## src/rtl/arp_request.sv

```systemverilog
// ---------------------------------------------------------------------------
// arp_request
//
// ARP initiator. On a start pulse it latches the target IPv4 address and
// requests the shared tx arbiter. Once granted, it emits a 30-byte broadcast
// ARP request (ethertype first). It then watches the rx ARP payload stream
// for a reply from the target that is addressed to us. The sender MAC of
// that reply is captured into resolved_mac.
//
// Optional feature macro:
//   ARP_REQUEST_RETRY_EN - when defined, a reply timeout retransmits the
//                          request up to MAX_RETRIES times before failing.
//                          When undefined, a timeout fails immediately.
//
// Ports:
//   clock, reset_n          clock; asynchronous active-low reset
//   start, target_ip        begin resolving target_ip (sampled on start)
//   local_mac, local_ip     our own addresses
//   rx_enable, rx_data      received ARP payload stream (byte 0 = HTYPE MSB)
//   tx_enable               one-cycle grant from the tx arbiter
//   tx_request              waiting for a grant
//   tx_active, tx_data      outgoing byte stream
//   destination_mac         always broadcast
//   busy, done, fail        status / completion pulses
//   resolved, resolved_mac  sticky result and captured MAC
// ---------------------------------------------------------------------------
module arp_request #(
    parameter int TIMEOUT_CYCLES = 12_500_000,
    parameter int MAX_RETRIES    = 3
) (
    input  logic        clock,
    input  logic        reset_n,
    input  logic        start,
    input  logic [31:0] target_ip,
    input  logic [47:0] local_mac,
    input  logic [31:0] local_ip,
    input  logic        rx_enable,
    input  logic [7:0]  rx_data,
    input  logic        tx_enable,
    output logic        tx_request,
    output logic        tx_active,
    output logic [7:0]  tx_data,
    output logic [47:0] destination_mac,
    output logic        busy,
    output logic        done,
    output logic        fail,
    output logic        resolved,
    output logic [47:0] resolved_mac
);

    localparam int TIMER_W = (TIMEOUT_CYCLES > 1) ? $clog2(TIMEOUT_CYCLES) : 1;
    localparam logic [TIMER_W-1:0] TIMER_LOAD = TIMER_W'(TIMEOUT_CYCLES - 1);
    localparam logic [4:0] TX_LAST  = 5'd29;
    localparam logic [4:0] RX_LAST  = 5'd27;
    localparam logic [4:0] CNT_MAX  = 5'd31;

`ifdef ARP_REQUEST_RETRY_EN
    localparam int RETRY_W = (MAX_RETRIES > 0) ? $clog2(MAX_RETRIES + 1) : 1;
    localparam logic [RETRY_W-1:0] RETRY_MAX = RETRY_W'(MAX_RETRIES);
`endif

    typedef enum logic [2:0] {
        ST_IDLE  = 3'd0,
        ST_TXREQ = 3'd1,
        ST_TX    = 3'd2,
        ST_WAIT  = 3'd3,
        ST_FAIL  = 3'd4
    } state_t;

    // Byte k of the 240-bit request, MSB first.
    function automatic logic [7:0] frame_byte(input logic [239:0] frame,
                                              input logic [4:0]   idx);
        logic [7:0] lsb;
        lsb = 8'd232 - {idx, 3'b000};
        frame_byte = frame[lsb +: 8];
    endfunction

    // Byte sel (0 = MSB) of an IPv4 address.
    function automatic logic [7:0] ip_byte(input logic [31:0] ip,
                                           input logic [1:0]  sel);
        case (sel)
            2'd0:    ip_byte = ip[31:24];
            2'd1:    ip_byte = ip[23:16];
            2'd2:    ip_byte = ip[15:8];
            default: ip_byte = ip[7:0];
        endcase
    endfunction

    // Does rx byte idx agree with the reply we are looking for?
    // Bytes that are not checked always agree.
    function automatic logic rx_byte_ok(input logic [4:0]  idx,
                                        input logic [7:0]  data,
                                        input logic [31:0] exp_sender_ip,
                                        input logic [31:0] exp_target_ip);
        logic [4:0] off;
        off = idx - 5'd14;
        case (idx)
            5'd6:                         rx_byte_ok = (data == 8'h00);
            5'd7:                         rx_byte_ok = (data == 8'h02);
            5'd14, 5'd15, 5'd16, 5'd17:   rx_byte_ok = (data == ip_byte(exp_sender_ip, off[1:0]));
            5'd24, 5'd25, 5'd26, 5'd27:   rx_byte_ok = (data == ip_byte(exp_target_ip, idx[1:0]));
            default:                      rx_byte_ok = 1'b1;
        endcase
    endfunction

    state_t               state_r;
    state_t               state_nxt_s;
    logic [31:0]          req_ip_r;
    logic [4:0]           tx_cnt_r;
    logic [TIMER_W-1:0]   timer_r;
    logic                 rx_enable_d_r;
    logic                 in_frame_r;
    logic [4:0]           rx_cnt_r;
    logic [47:0]          hold_mac_r;
    logic                 done_r;
    logic                 resolved_r;
    logic [47:0]          resolved_mac_r;
    logic [239:0]         tx_frame_s;
    logic [4:0]           tx_idx_s;
    logic                 match_s;
    logic                 rx_rise_s;
`ifdef ARP_REQUEST_RETRY_EN
    logic [RETRY_W-1:0]   retry_cnt_r;
`endif

    assign tx_frame_s = {16'h0806, 16'h0001, 16'h0800, 8'h06, 8'h04, 16'h0001,
                         local_mac, local_ip, 48'h0, req_ip_r};

    // A frame only counts if it starts while we are already waiting, so an
    // rx_enable that was high before WAIT produces no rising edge here.
    assign rx_rise_s = rx_enable & ~rx_enable_d_r;

    // Last byte of a fully matching reply; takes priority over timer expiry.
    assign match_s = (state_r == ST_WAIT) & in_frame_r & rx_enable &
                     (rx_cnt_r == RX_LAST) &
                     rx_byte_ok(rx_cnt_r, rx_data, req_ip_r, local_ip);

    // Grant cycle emits byte 0 directly, so the index is 0 outside TX.
    assign tx_idx_s        = (state_r == ST_TX) ? tx_cnt_r : 5'd0;
    assign tx_request      = (state_r == ST_TXREQ);
    assign tx_active       = (state_r == ST_TX) | ((state_r == ST_TXREQ) & tx_enable);
    assign tx_data         = tx_active ? frame_byte(tx_frame_s, tx_idx_s) : 8'h00;
    assign destination_mac = 48'hFFFF_FFFF_FFFF;
    assign busy            = (state_r == ST_TXREQ) | (state_r == ST_TX) | (state_r == ST_WAIT);
    assign fail            = (state_r == ST_FAIL);
    assign done            = done_r;
    assign resolved        = resolved_r;
    assign resolved_mac    = resolved_mac_r;

    // State register.
    always_ff @(posedge clock or negedge reset_n) begin
        if (!reset_n) begin
            state_r <= ST_IDLE;
        end else begin
            state_r <= state_nxt_s;
        end
    end

    // Next-state logic.
    always_comb begin
        state_nxt_s = state_r;
        case (state_r)
            ST_IDLE: begin
                if (start) begin
                    state_nxt_s = ST_TXREQ;
                end else begin
                    state_nxt_s = ST_IDLE;
                end
            end
            ST_TXREQ: begin
                if (tx_enable) begin
                    state_nxt_s = ST_TX;
                end else begin
                    state_nxt_s = ST_TXREQ;
                end
            end
            ST_TX: begin
                if (tx_cnt_r == TX_LAST) begin
                    state_nxt_s = ST_WAIT;
                end else begin
                    state_nxt_s = ST_TX;
                end
            end
            ST_WAIT: begin
                if (match_s) begin
                    state_nxt_s = ST_IDLE;
                end else if (timer_r == '0) begin
`ifdef ARP_REQUEST_RETRY_EN
                    if (retry_cnt_r < RETRY_MAX) begin
                        state_nxt_s = ST_TXREQ;
                    end else begin
                        state_nxt_s = ST_FAIL;
                    end
`else
                    state_nxt_s = ST_FAIL;
`endif
                end else begin
                    state_nxt_s = ST_WAIT;
                end
            end
            ST_FAIL: begin
                state_nxt_s = ST_IDLE;
            end
            default: begin
                state_nxt_s = ST_IDLE;
            end
        endcase
    end

    // Request bookkeeping: target latch, tx byte counter, timer, result.
    always_ff @(posedge clock or negedge reset_n) begin
        if (!reset_n) begin
            req_ip_r       <= 32'h0;
            tx_cnt_r       <= 5'd0;
            timer_r        <= '0;
            done_r         <= 1'b0;
            resolved_r     <= 1'b0;
            resolved_mac_r <= 48'h0;
`ifdef ARP_REQUEST_RETRY_EN
            retry_cnt_r    <= '0;
`endif
        end else begin
            done_r <= 1'b0;
            case (state_r)
                ST_IDLE: begin
                    if (start) begin
                        req_ip_r   <= target_ip;
                        resolved_r <= 1'b0;
`ifdef ARP_REQUEST_RETRY_EN
                        retry_cnt_r <= '0;
`endif
                    end
                end
                ST_TXREQ: begin
                    if (tx_enable) begin
                        tx_cnt_r <= 5'd1;
                    end
                end
                ST_TX: begin
                    tx_cnt_r <= tx_cnt_r + 5'd1;
                    if (tx_cnt_r == TX_LAST) begin
                        timer_r <= TIMER_LOAD;
                    end
                end
                ST_WAIT: begin
                    if (match_s) begin
                        resolved_mac_r <= hold_mac_r;
                        resolved_r     <= 1'b1;
                        done_r         <= 1'b1;
                    end else if (timer_r == '0) begin
`ifdef ARP_REQUEST_RETRY_EN
                        if (retry_cnt_r < RETRY_MAX) begin
                            retry_cnt_r <= retry_cnt_r + 1'b1;
                        end
`endif
                    end else begin
                        timer_r <= timer_r - 1'b1;
                    end
                end
                default: begin
                end
            endcase
        end
    end

    // Rx reply parser: byte counter, discard flag, sender-MAC holding register.
    always_ff @(posedge clock or negedge reset_n) begin
        if (!reset_n) begin
            rx_enable_d_r <= 1'b0;
            in_frame_r    <= 1'b0;
            rx_cnt_r      <= 5'd0;
            hold_mac_r    <= 48'h0;
        end else begin
            rx_enable_d_r <= rx_enable;
            if (state_r != ST_WAIT) begin
                in_frame_r <= 1'b0;
            end else if (rx_rise_s) begin
                // Byte 0 (hardware type MSB) is not checked.
                in_frame_r <= 1'b1;
                rx_cnt_r   <= 5'd1;
            end else if (rx_enable && in_frame_r) begin
                if (rx_cnt_r != CNT_MAX) begin
                    rx_cnt_r <= rx_cnt_r + 5'd1;
                end
                if (!rx_byte_ok(rx_cnt_r, rx_data, req_ip_r, local_ip)) begin
                    in_frame_r <= 1'b0;
                end
                if ((rx_cnt_r >= 5'd8) && (rx_cnt_r <= 5'd13)) begin
                    hold_mac_r <= {hold_mac_r[39:0], rx_data};
                end
            end else begin
                in_frame_r <= 1'b0;
            end
        end
    end

endmodule

```

## config.mk

```make
export PLATFORM = sky130hd
export DESIGN_NAME = arp_request
export DESIGN_NICKNAME = d
export VERILOG_FILES = /design/src/rtl/arp_request.sv
export SDC_FILE = /design/constraint.sdc
export NUM_CORES = 1
export LEC_CHECK = 0
export ABC_CLOCK_PERIOD_IN_PS = 10500
export CAP_MARGIN = 20
export CORE_AREA = 5 5 143 145
export DETAILED_ROUTE_END_ITERATION = 7
export DIE_AREA = 0 0 148 150
export GPL_ROUTABILITY_DRIVEN = 0
export GPL_TIMING_DRIVEN = 1
export PLACE_DENSITY_LB_ADDON = 0.12
export SLEW_MARGIN = 10
export SYNTH_ARGS = -nofsm -noshare
export SYNTH_HDL_FRONTEND = slang
export SYNTH_SLANG_ARGS = --single-unit
```

## constraint.sdc

```tcl
create_clock -name clock -period 10.5 [get_ports clock]
set_clock_uncertainty 0.15 [all_clocks]
set_input_delay 2.1 -clock clock [delete_from_list [all_inputs] [get_ports clock]]
set_output_delay 2.1 -clock clock [all_outputs]
set_load 0.01 [all_outputs]
```

# ---- Word-level counts from Yosys, hierarchy flattened
# Cells that the tools add are included.
# Widths: inputs -> output; s select.
dict set report totals {
  word_cells 126
  register_bits 169
}
dict set report op_classes {
  n_bitwise 12
  shift 1
  mux 41
  order_cmp 2
  n_reduce_logical 21
  add_sub_neg 5
  n_eq_ne 33
}
# cell n
set op_table {}
lappend op_table {{$shiftx 240x9->8} 1}
lappend op_table {{$mux 24} 3}
lappend op_table {{$mux 8} 9}
lappend op_table {{$pmux 24 s2} 1}
lappend op_table {{$pmux 8 s3} 2}
lappend op_table {{$eq 5x5->1 const B} 7}
lappend op_table {{$eq 8x8->1} 4}
lappend op_table {{$mux 5} 5}
lappend op_table {{$logic_not 24->1} 1}
lappend op_table {{$sub 24x1->24 const B} 1}
lappend op_table {{$mux 1} 13}
lappend op_table {{$pmux 3 s4} 1}
lappend op_table {{$add 5x1->5 const B} 2}
lappend op_table {{$eq 5x3->1 const B} 2}
lappend op_table {{$eq 5x4->1 const B} 2}
lappend op_table {{$ne 2x2->1 const B} 5}
lappend op_table {{$pmux 5 s2} 1}
lappend op_table {{$reduce_bool 2->1} 5}
lappend op_table {{$eq 8x2->1 const B} 1}
lappend op_table {{$logic_not 8->1} 1}
lappend op_table {{$pmux 1 s4} 2}
lappend op_table {{$reduce_and 4->1} 2}
lappend op_table {{$reduce_or 4->1} 2}
lappend op_table {{$sub 8x8->8 const A} 1}
lappend op_table {{other kinds (23)} 41}

# ---- Logic depth before layout (Yosys ltp)
# Gate-level depths: netlist of run 1.
dict set report logic_depth {
  word_depth 16
  ltp_mapped 16
  depth_no_buf 14
}

# ---- Worst setup path after synthesis of run 1
# Ideal clock, no wire load.
dict set report synth_timing {
  kind {input to output}
  startpoint {input port local_ip[16]}
  endpoint {output port tx_data[0]}
  t_arrival_ns 2.920
  cell_stages 6
  path_buffers 0
  required_time_ns 8.250
  slack_ns 5.330
  path_cell_list {nor2_1 > a21oi_1 > o221ai_1 > o311ai_0 > o21ai_0 > nor2_1}
}
dict set report synth_between {
  elab_chain_len 2
}
# item line_no
set synth_rtl {}
lappend synth_rtl {{start: declaration} 36} ;# input logic [31:0] local_ip,
lappend synth_rtl {{$shiftx 240x9->8} 75} ;# frame_byte = frame[lsb +: 8];
lappend synth_rtl {{$mux 8} 142} ;# assign tx_data = tx_active ? frame_byte(tx_frame_s, tx_idx_s) : 8'h00;
lappend synth_rtl {{end: declaration} 42} ;# output logic [7:0] tx_data,
# Every way passes these cells.

# ---- Final worst setup path of run 1
dict set report layout_timing {
  startpoint {register state_r[2]}
  endpoint {output port tx_data[0]}
}
dict set report layout_between {
  elab_chain_len 5
  word_cells_on_any_way 8
  cone_classes {add/sub: 1; eq/ne: 2; shift: 1; mux: 2; bitwise: 2}
}
# item line_no
set layout_rtl {}
lappend layout_rtl {{start: declaration} 106} ;# state_t state_r;
lappend layout_rtl {{start signal: assignment} 155} ;# state_r <= state_nxt_s;
lappend layout_rtl {{$eq 3x2->1} {139, 141}}
lappend layout_rtl {{$mux 5} 139} ;# assign tx_idx_s = (state_r == ST_TX) ? tx_cnt_r : 5'd0;
lappend layout_rtl {{$sub 8x8->8} 74} ;# lsb = 8'd232 - {idx, 3'b000};
lappend layout_rtl {{$shiftx 240x9->8} 75}
lappend layout_rtl {{$mux 8 (*)} 142}
# Every way passes the cells marked *; elsewhere a longest branch is shown, timed or not.

==> impl_results.md, run 1 <==
- CTS buffer count: 17
- Largest net degree at the start of global routing: 102
- GRT Util Overall: 22.3%
- Die width: 148 um
- CP max stage delay: 0.57 ns
- Row count: slightly above 50
- IO Count: 235
- Final Hold Fails: 0
- Layout cell share with drive strength beyond 1: 13.5%
- CTS tree: built
- Total Routed Length: about 25 mm
- Post-synthesis simple-gate area fraction: between 10% and 20%
- Port buffer count: 186
- Largest area contributor in the netlist: dfrtp_1
- Reg clk slew, reported paths: 0.07 ns
- Synthesized flop and latch total: 169
- Critical path, cell by cell: nor3b_2 -> buf_4 -> nand2_1 -> inv_1 -> ha_1 -> xor2_1 -> buf_4 -> and2_1 -> a21oi_1 -> o22ai_1 -> o21ai_0 -> nor2_1 -> clkdlybuf4s50_1
- Clk buf depth: 2
- Total power: about 2.3 mW
- Most frequent cell after synthesis: dfrtp_1
- Chip Height: ~150 um
- Max Cap Violations: 0
- Synth warn: 0
- Clk root buf: clkbuf_16
- Worst hold path class: flop to flop
- Post-synth top area share: between 40% and 50%
- CP required: 8.25 ns
- PwrDens: 195 mW/mm^2
- Leakage: 5.16 nW
- Maximum clock frequency: 148 MHz
- Peak supply drop: 0.109 mV
- Post-Synth XOR/XNOR Area: 1.32%
- Async S/R FF share, synth: 100%
- Setup TNS: 0 ns
- Initial core utilization: 48.6%
- Endpoint class of the critical path: output pin
- Rel. slew slack: around 32%
- CP delay by family, top: buffers and inverters
- Post-CTS Setup Bufs: 0
- Startpoint types: flop
- Most used flip-flop cell after synthesis: dfrtp_1
- Post-synthesis cell count: 883
- Antenna-violating nets left: 0
- CP Class: flop to output pin
- Drt wl/cell: between 15 and 20 um
- Die Area: roughly 0.022 mm^2
- Vias in the first global route: 7173
- RSZ-0062 raised after global routing: false
- Detailed Routing Iterations Pass 1: 8
- Synth cell count leaders: dfrtp_1, mux2_2, nor2_1, nand2_1, buf_4
- Post-synthesis mux area share: 19.4%
- Fill count: ~1600
- CP max FO: 32
- Post-cts sizing count: 0
- Adder-Cell Fraction of Synth Area: 1.62%
- Setup violators final: 0
- Main combinational cell family by area after synthesis: multiplexers
- Syn_area_per_cell: 10.5 um^2
- Buf/Inv on CP: 4
- Critical path's slowest cell: nand2_1
- DRC Markers: 0
- GRT overflow: 0
- Vias: between 7000 and 8000
- CP arrival: 4.52 ns
- DR vias/cell: about 5.7
- Worst-Skew Late Latency: between 0.4 and 0.5 ns
- Post-synthesis sequential area ratio: 45.6%
- Antenna diodes: 0
- Global-route wire length before repair: 39.2 mm
- H-tree depth: 4
- Post-synthesis compound-gate area fraction: 13.6%
- Nets: approximately 1200
- Number of synthesized flops with an enable pin: 0
- Final worst setup slack: 3.73 ns
- Initial antenna violation count: 1
- DRT iter0 DRCs: 765
- Status: finished clean
- Ranking of synthesized cells by area: dfrtp_1, mux2_2, mux2_1
- Unique masters post-synth: 64
- Hold_buf cts: 0
- Clk sinks: 169
- Most used cell, CP: buf_4
- Core area: 0.0191 mm^2
- Slew Viols, Final: 0
- Synth Cell Area: 0.00928 mm^2
- Detailed Place HPWL: 17.9 mm
- Fin crit period: just under 7 ns
- Worst slack at placement: 3.93 ns
- Crit share post-route: 64.5%
- Worst-Margin Slew: about 1.0 ns
- Minimum hold slack: approximately 0.33 ns
- Area Growth Syn to Fin: 25.9%
[power by group]
part	switching, mW	internal, mW	total, mW	leakage (nW)
registers	0.0922	0.740	0.832	2.20
logic	0.498	0.347	0.844	2.69
clock network	0.260	0.343	0.603	0.271
total	0.850	1.43	2.28	5.16
[path summary, 6_finish.rpt]
path | start | to | slack, ns | cells after the start
max | state_r[2]$_DFF_PN0_ | tx_data[0] | 3.73 | 13
min | resolved_mac[27]$_DFFE_PN0P_ | resolved_mac[27]$_DFFE_PN0P_ | 0.33 | 1
min in group asynchronous | reset_n | resolved_mac[11]$_DFFE_PN0P_ | 1.63 | 1
min reg2reg | resolved_mac[27]$_DFFE_PN0P_ | resolved_mac[27]$_DFFE_PN0P_ | 0.33 | 1
max reg2reg | rx_cnt_r[0]$_DFFE_PN0P_ | timer_r[7]$_DFFE_PN0P_ | 5.83 | 12
max in group asynchronous | reset_n | tx_cnt_r[0]$_DFFE_PN0P_ | 7.09 | 2
[layout make-up]
class / instances / area (um^2) / share of cell area, %
Multi-Input combinational cell: 638 / 4570 / 39.1
Sequential cell: 169 / 4230 / 36.2
Timing Repair Buffer: 195 / 1940 / 16.6
Clock buffer: 24 / 472 / 4.04
Tap cell: 238 / 298 / 2.55
Clock inverter: 8 / 88.8 / 0.761
Inverter: 20 / 75.1 / 0.643
[stage by stage]
step,util (%),instances,area (um^2)
6_report,61.2,1292,11700
5_1_grt,61.2,1292,11700
3_3_place_gp,58.1,1258,11100
2_1_floorplan,-,930,9450
4_1_cts,61.1,1290,11600
3_5_place_dp,58.1,1258,11100
[flip-flops by register name, summed over array words and instances (netlist names)]
register	cells
resolved	1
rx_enable_d_r	1
timer_r	24
rx_cnt_r	5
in_frame_r	1
state_r	3
tx_cnt_r	5
done	1
req_ip_r	32
resolved_mac	48
hold_mac_r	48
[metal layers]
metal	up-vias	global-route usage, %	wire length (um)
li1	3441	-	-
met1	3557	28.3	10400
met2	303	37.0	12100
met3	36	6.54	2060
met4	2	7.07	500
met5	-	0	12
[cells by family (layout without fill, tap and decap cells)]
| group | after synthesis | after routing |
|---|---|---|
| simple gates | 214 | 214 |
| compound gates | 188 | 188 |
| flops | 169 | 169 |
| mux | 162 | 162 |
| buf+inv | 123 | 247 |
| xor+xnor | 14 | 14 |
| fa+ha+maj | 12 | 12 |
| other cells | 1 | 48 |
[cell usage in the layout, fill, tap and decap left out, types with 3 or more instances in the layout]
master and instances:
clkdlybuf4s50_1 185, dfrtp_1 168, mux2_2 88, nor2_1 75, nand2_1 52, conb_1 48, mux2_1 47, o21ai_0 42
a21oi_1 42, mux2i_1 26, nor3_1 25, inv_1 20, clkbuf_16 17, a222oi_1 16, o22ai_1 15, nand3_1 14
xor2_1 12, ha_1 12, a31oi_1 11, o221ai_1 10, o21ai_1 9, nand2b_1 8, a22oi_1 8, buf_4 8
nor4_1 6, a211oi_1 6, or3_1 5, a22o_1 5, clkbuf_1 5, nand4_1 4, and2_1 4, o311ai_0 4
nor3b_1 3, a21o_1 3, clkinv_4 3
[worst reg2reg max path: stages (launching register included)]
cell and delay (ns):
dfrtp_1 0.44, inv_1 0.16, ha_1 0.76, nor4_1 0.14, nor3b_2 0.57, a22oi_1 0.25
xor2_1 0.20, o2111ai_1 0.11, o31a_1 0.32, o41ai_4 0.13, o21ai_2 0.83, o21ai_0 0.22
a22o_1 0.28
Power figures use the tool's default switching activity.
==> inputs of run 2 (changes only) <==
ABC_CLOCK_PERIOD_IN_PS = 6500   (was 10500)
clock period = 6.5 ns   (was 10.5 ns; I/O delays follow)
==> impl_results.md, run 2 (synthesized netlist as in run 1, its figures left out) <==
- Status: finished clean (unchanged)
- Core area: 0.0191 mm^2 (unchanged)
- Maximum clock frequency: 193 MHz
- GRT Util Overall: 22.3% (about the same)
- Setup violators final: 0 (unchanged)
- PwrDens: 321 mW/mm^2 (was 195 mW/mm^2)
- Rel. slew slack: 22.7% (was 32.1%)
- Port buffer count: 186 (unchanged)
- DRT iter0 DRCs: 587 (was 765)
- Setup TNS: 0 ns (unchanged)
- Worst hold path class: flop to flop (unchanged)
- Most common cell after layout, fill and taps aside: clkdlybuf4s50_1 (unchanged)
- Worst-Margin Slew: 1.15 ns (was 1.02 ns)
- Area Growth Syn to Fin: 26.8% (was 25.9%)
- Post-route insts no fill: 1294 (was 1292)
- Initial core utilization: 48.6% (unchanged)
- Reg clk slew, reported paths: 0.07 ns (about the same)
- Endpoint class of the critical path: output pin (unchanged)
- IO Count: 235 (unchanged)
- Die width: 148 um (unchanged)
- Detailed Routing Iterations Pass 1: 6 (was 8)
- Global-route wire length before repair: 39.2 mm (about the same)
- Post-cts sizing count: 0 (unchanged)
- Total power: 3.78 mW (was 2.28 mW)
- Clk buf depth: 2 (unchanged)
- Layout cell share with drive strength beyond 1: 14.1% (was 13.5%)
- Worst-Skew Late Latency: 0.43 ns (was 0.42 ns)
- Vias in the first global route: 7222 (was 7173)
- Crit share post-route: 79.6%
- Clk sinks: 169 (unchanged)
- CTS buffer count: 17 (unchanged)
- GRT overflow: 0 (unchanged)
- Die Area: 0.0222 mm^2 (unchanged)
- Row count: 51 (unchanged)
- CP required: 5.05 ns (was 8.25 ns)
- Max Cap Violations: 0 (unchanged)
- Largest net degree at the start of global routing: 65 (was 102)
- Clk root buf: clkbuf_16 (unchanged)
- Peak supply drop: 0.180 mV (was 0.109 mV)
- Nets: 1181 (was 1178)
- Commonest cells after routing, fill and taps aside: clkdlybuf4s50_1, dfrtp_1, mux2_2 (unchanged)
- Drt wl/cell: 19.4 um (about the same)
- Fin crit period: 5.17 ns
- CP max FO: 13 (was 32)
- H-tree depth: 4 (unchanged)
- Vias: 7349 (was 7339)
- Post-CTS Setup Bufs: 0 (unchanged)
- Chip Height: 150 um (unchanged)
- CP Class: flop to output pin (unchanged)
- Antenna diodes: 0 (unchanged)
- Hold_buf cts: 0 (unchanged)
- Initial antenna violation count: 1 (unchanged)
- Final worst setup slack: 1.33 ns (was 3.73 ns)
- Startpoint types: flop (unchanged)
- CTS tree: built (unchanged)
- RSZ-0062 raised after global routing: false (unchanged)
- CP arrival: 3.72 ns (was 4.52 ns)
- DR vias/cell: 5.68 (about the same)
- DRC Markers: 0 (unchanged)
- Final Hold Fails: 0 (unchanged)
- Post-Place Cells: 1262 (was 1258)
- Worst slack at placement: 1.66 ns (was 3.93 ns)
- Antenna-violating nets left: 0 (unchanged)
- Total Routed Length: 25.1 mm (about the same)
- Leakage: 5.20 nW (was 5.16 nW)
- Detailed Place HPWL: 18.1 mm (was 17.9 mm)
- Slew Viols, Final: 0 (unchanged)
[run 2: layer usage]
layer  wire length, um  global-route usage, %  up-vias  share of wire [%]
li1                  -                      -     3438                  -
met2             12200                   37.7      338                 49
met4               247                   4.94        2               0.99
met1             10500                   28.7     3550                 42
met5                20                      0        -              0.080
met3              2180                   6.54       21                8.7
[run 2: critical path: stages, from the launching register on]
cell	delay (ns)
dfrtp_1	0.45
nor3b_2	0.46
nand2_1	0.18
xnor2_1	0.92
nand2_1	0.18
o32ai_1	0.27
o21ai_0	0.11
nor2_1	0.16
clkdlybuf4s50_1	0.56
[run 2: final timing paths]
path | start | endpoint | slack [ns] | cells past startpoint
worst max-delay path | state_r[0]$_DFF_PN0_ | tx_data[3] | 1.33 | 8
worst min-delay path | resolved_mac[34]$_DFFE_PN0P_ | resolved_mac[34]$_DFFE_PN0P_ | 0.33 | 1
worst max register to register | rx_cnt_r[0]$_DFFE_PN0P_ | timer_r[7]$_DFFE_PN0P_ | 1.92 | 12
worst min register to register | resolved_mac[34]$_DFFE_PN0P_ | resolved_mac[34]$_DFFE_PN0P_ | 0.33 | 1
max in group asynchronous | reset_n | tx_cnt_r[0]$_DFFE_PN0P_ | 4.25 | 2
min in group asynchronous | reset_n | resolved_mac[26]$_DFFE_PN0P_ | 0.70 | 1
[run 2: per-stage QoR]
stage	cell area (um^2)	util, %	hold WS [ns]
after global routing	11800	61.7	0.350
after CTS	11700	61.5	0.339
after global placement	11100	58.3	0.316
after floorplan	9450	-	0.305
final	11800	61.7	0.332
after detailed placement	11100	58.3	0.324
[run 2: final cells by class]
type / count / area, um^2
clock buffer: 18 / 439
clock inverter: 13 / 180
fill: 1615 / 7310
inverter: 20 / 75.1
multi-input combinational: 638 / 4570
sequential: 169 / 4230
tap: 238 / 298
timing repair buffer: 198 / 1970
[run 2: power by group]
part	leakage, nW	switching [mW]	internal, mW	total, mW
logic	2.70	0.775	0.567	1.34
clock network	0.298	0.438	0.624	1.06
registers	2.20	0.177	1.19	1.37
total	5.20	1.39	2.39	3.78
==> inputs of run 3 (changes only) <==
ABC_CLOCK_PERIOD_IN_PS = 4850   (was 6500)
clock period = 4.85 ns   (was 6.5 ns; I/O delays follow)
==> impl_results.md, run 3 (synthesized netlist as in run 1, its figures left out) <==
- Leakage: 5.28 nW (was 5.20 nW)
- Hold wc startpoint: hold_mac_r[43]$_DFFE_PN0P_ (was resolved_mac[34]$_DFFE_PN0P_)
- DRT iter0 DRCs: 552 (was 587)
- Vias in the first global route: 7407 (was 7222)
- Endpoint class of the critical path: output pin (unchanged)
- CTS buffer count: 17 (unchanged)
- Antenna diodes: 0 (unchanged)
- CP max FO: 14 (was 13)
- Post-Place Cells: 1275 (was 1262)
- Area Growth Syn to Fin: 28.3% (was 26.8%)
- GRT overflow: 0 (unchanged)
- IO Count: 235 (unchanged)
- Initial antenna violation count: 0 (was 1)
- Maximum clock frequency: 217 MHz
- Worst r2r path cells: 14 (was 12)
- Peak supply drop: 0.252 mV (was 0.180 mV)
- H-tree depth: 4 (unchanged)
- Worst-Skew Late Latency: 0.43 ns (about the same)
- WHS Path Cells: 1 (unchanged)
- Startpoint types: flop (unchanged)
- Row count: 51 (unchanged)
- Critical R2R Launch: rx_cnt_r[0]$_DFFE_PN0P_ (unchanged)
- RSZ-0062 raised after global routing: false (unchanged)
- Post-route cell area: 0.0119 mm^2 (was 0.0118 mm^2)
- Chip Height: 150 um (unchanged)
- Max Cap Violations: 0 (unchanged)
- Port buffer count: 186 (unchanged)
- Die width: 148 um (unchanged)
- Largest net degree at the start of global routing: 103 (was 65)
- Total power: 5.18 mW (was 3.78 mW)
- Reg area: 0.00423 mm^2 (unchanged)
- Vias: 7402 (was 7349)
- Worst r2r dst: timer_r[7]$_DFFE_PN0P_ (unchanged)
- Drt wl/cell: 19.2 um (was 19.4 um)
- Worst-Margin Slew: 0.979 ns (was 1.15 ns)
- End of the worst hold path: resolved_mac[43]$_DFFE_PN0P_ (was resolved_mac[34]$_DFFE_PN0P_)
- Worst hold path class: flop to flop (unchanged)
- Hold_buf cts: 0 (unchanged)
- CP arrival: 3.48 ns (was 3.72 ns)
- Fin crit period: about 4.6 ns
- Crit share post-route: 94.9%
- Slew Viols, Final: 0 (unchanged)
- Global-route wire length before repair: 40.3 mm (was 39.2 mm)
- Setup violators final: 0 (unchanged)
- Initial core utilization: 48.6% (unchanged)
- DRC Markers: 1 (was 0)
- Antenna-violating nets left: 0 (unchanged)
- Die Area: 0.0222 mm^2 (unchanged)
- Post-CTS Setup Bufs: 0 (unchanged)
- Reg clk slew, reported paths: 0.07 ns (about the same)
- Failing checks: DRC
- DR vias/cell: 5.66 (was 5.68)
- Layout cell share with drive strength beyond 1: 15.2% (was 14.1%)
- Area occupied by multi-input gates: 0.00457 mm^2 (unchanged)
- Setup TNS: 0 ns (unchanged)
- Clk buf depth: 2 (unchanged)
- Nets: 1194 (was 1181)
- CTS tree: built (unchanged)
- GRT Util Overall: 22.9% (was 22.3%)
- Rel. slew slack: 34.7% (was 22.7%)
- Most common cell after layout, fill and taps aside: clkdlybuf4s50_1 (unchanged)
- Post-route insts no fill: 1308 (was 1294)
- Total Routed Length: 25.1 mm (about the same)
- PwrDens: 435 mW/mm^2 (was 321 mW/mm^2)
- CP required: 3.73 ns (was 5.05 ns)
- Detailed Routing Iterations Pass 1: 8 (was 6)
- Fill count: 1634 (was 1615)
- Clk root buf: clkbuf_16 (unchanged)
- Commonest cells after routing, fill and taps aside: clkdlybuf4s50_1, dfrtp_1, mux2_2 (unchanged)
- Clk sinks: 169 (unchanged)
- Core area: 0.0191 mm^2 (unchanged)
- CP Class: flop to output pin (unchanged)
- DP Area: 0.0112 mm^2 (was 0.0111 mm^2)
- R2R Setup Slk: 0.59 ns (was 1.92 ns)
- Final Hold Fails: 0 (unchanged)
- Detailed Place HPWL: 18.6 mm (was 18.1 mm)
- Status: finished with violations (was finished clean)
[run 3: changes by cell type in the layout (fill, tap and decap cells not counted), sizes merged]
| cell | before | now |
|---|---|---|
| clkinv | 2 | 3 |
| bufinv | 3 | 4 |
| inv | 26 | 25 |
| buf | 13 | 26 |
[run 3: per-stage QoR]
step	hold WS (ns)	worst slack (ns)	util, %
after floorplan	0.305	0.898	-
after global placement	0.316	0.512	58.8
after detailed placement	0.324	0.465	58.8
after CTS	0.338	0.184	62.3
after global routing	0.351	0.0241	62.4
final	0.333	0.247	62.4
[run 3: worst max-delay path, stage by stage (launching register included)]
cell and delay [ns]:
dfrtp_1 0.45, nor3b_2 0.34, nand2_1 0.12, inv_1 0.10, ha_1 0.34, buf_4 0.26
nand2_1 0.11, o32ai_1 0.45, o21ai_0 0.14, nor2_1 0.17, clkdlybuf4s50_1 0.57
[run 3: per-layer routing]
metal	up-vias	track usage (%)	share of wire (%)
met5	-	0	0
met1	3607	29.9	42
met4	0	7.94	2.3
met3	34	5.72	7.3
li1	3460	-	-
met2	301	37.3	48
[run 3: layout make-up]
cell class,count,area share [%]
clock buffer,18,3.69
clock inverter,14,1.78
inverter,20,0.631
multi-input combinational,638,38.4
sequential,169,35.5
tap,238,2.50
timing repair buffer,211,17.5
[run 3: worst max path at each step]
stage	endpoint	startpoint	cells after the start
floorplan	tx_data[1]	state_r[0]$_DFF_PN0_	11
global placement	timer_r[7]$_DFFE_PN0P_	local_ip[30]	11
detailed placement	timer_r[7]$_DFFE_PN0P_	local_ip[30]	11
CTS	tx_data[5]	state_r[0]$_DFF_PN0_	10
global route	tx_data[7]	state_r[0]$_DFF_PN0_	11
finish	tx_data[3]	state_r[0]$_DFF_PN0_	10
[run 3: repair_timing]
item	in CTS	in global routing
endpoints found under the hold margin	0	0
resized for setup	0	1
setup endpoints to repair	0	2
[run 3: where the power goes]
| group | leakage [nW] | internal (mW) | total, mW | switching, mW |
|---|---|---|---|---|
| logic | 2.77 | 0.809 | 1.84 | 1.03 |
| registers | 2.20 | 1.60 | 1.86 | 0.255 |
| clock network | 0.314 | 0.893 | 1.49 | 0.592 |
| total | 5.28 | 3.30 | 5.18 | 1.88 |
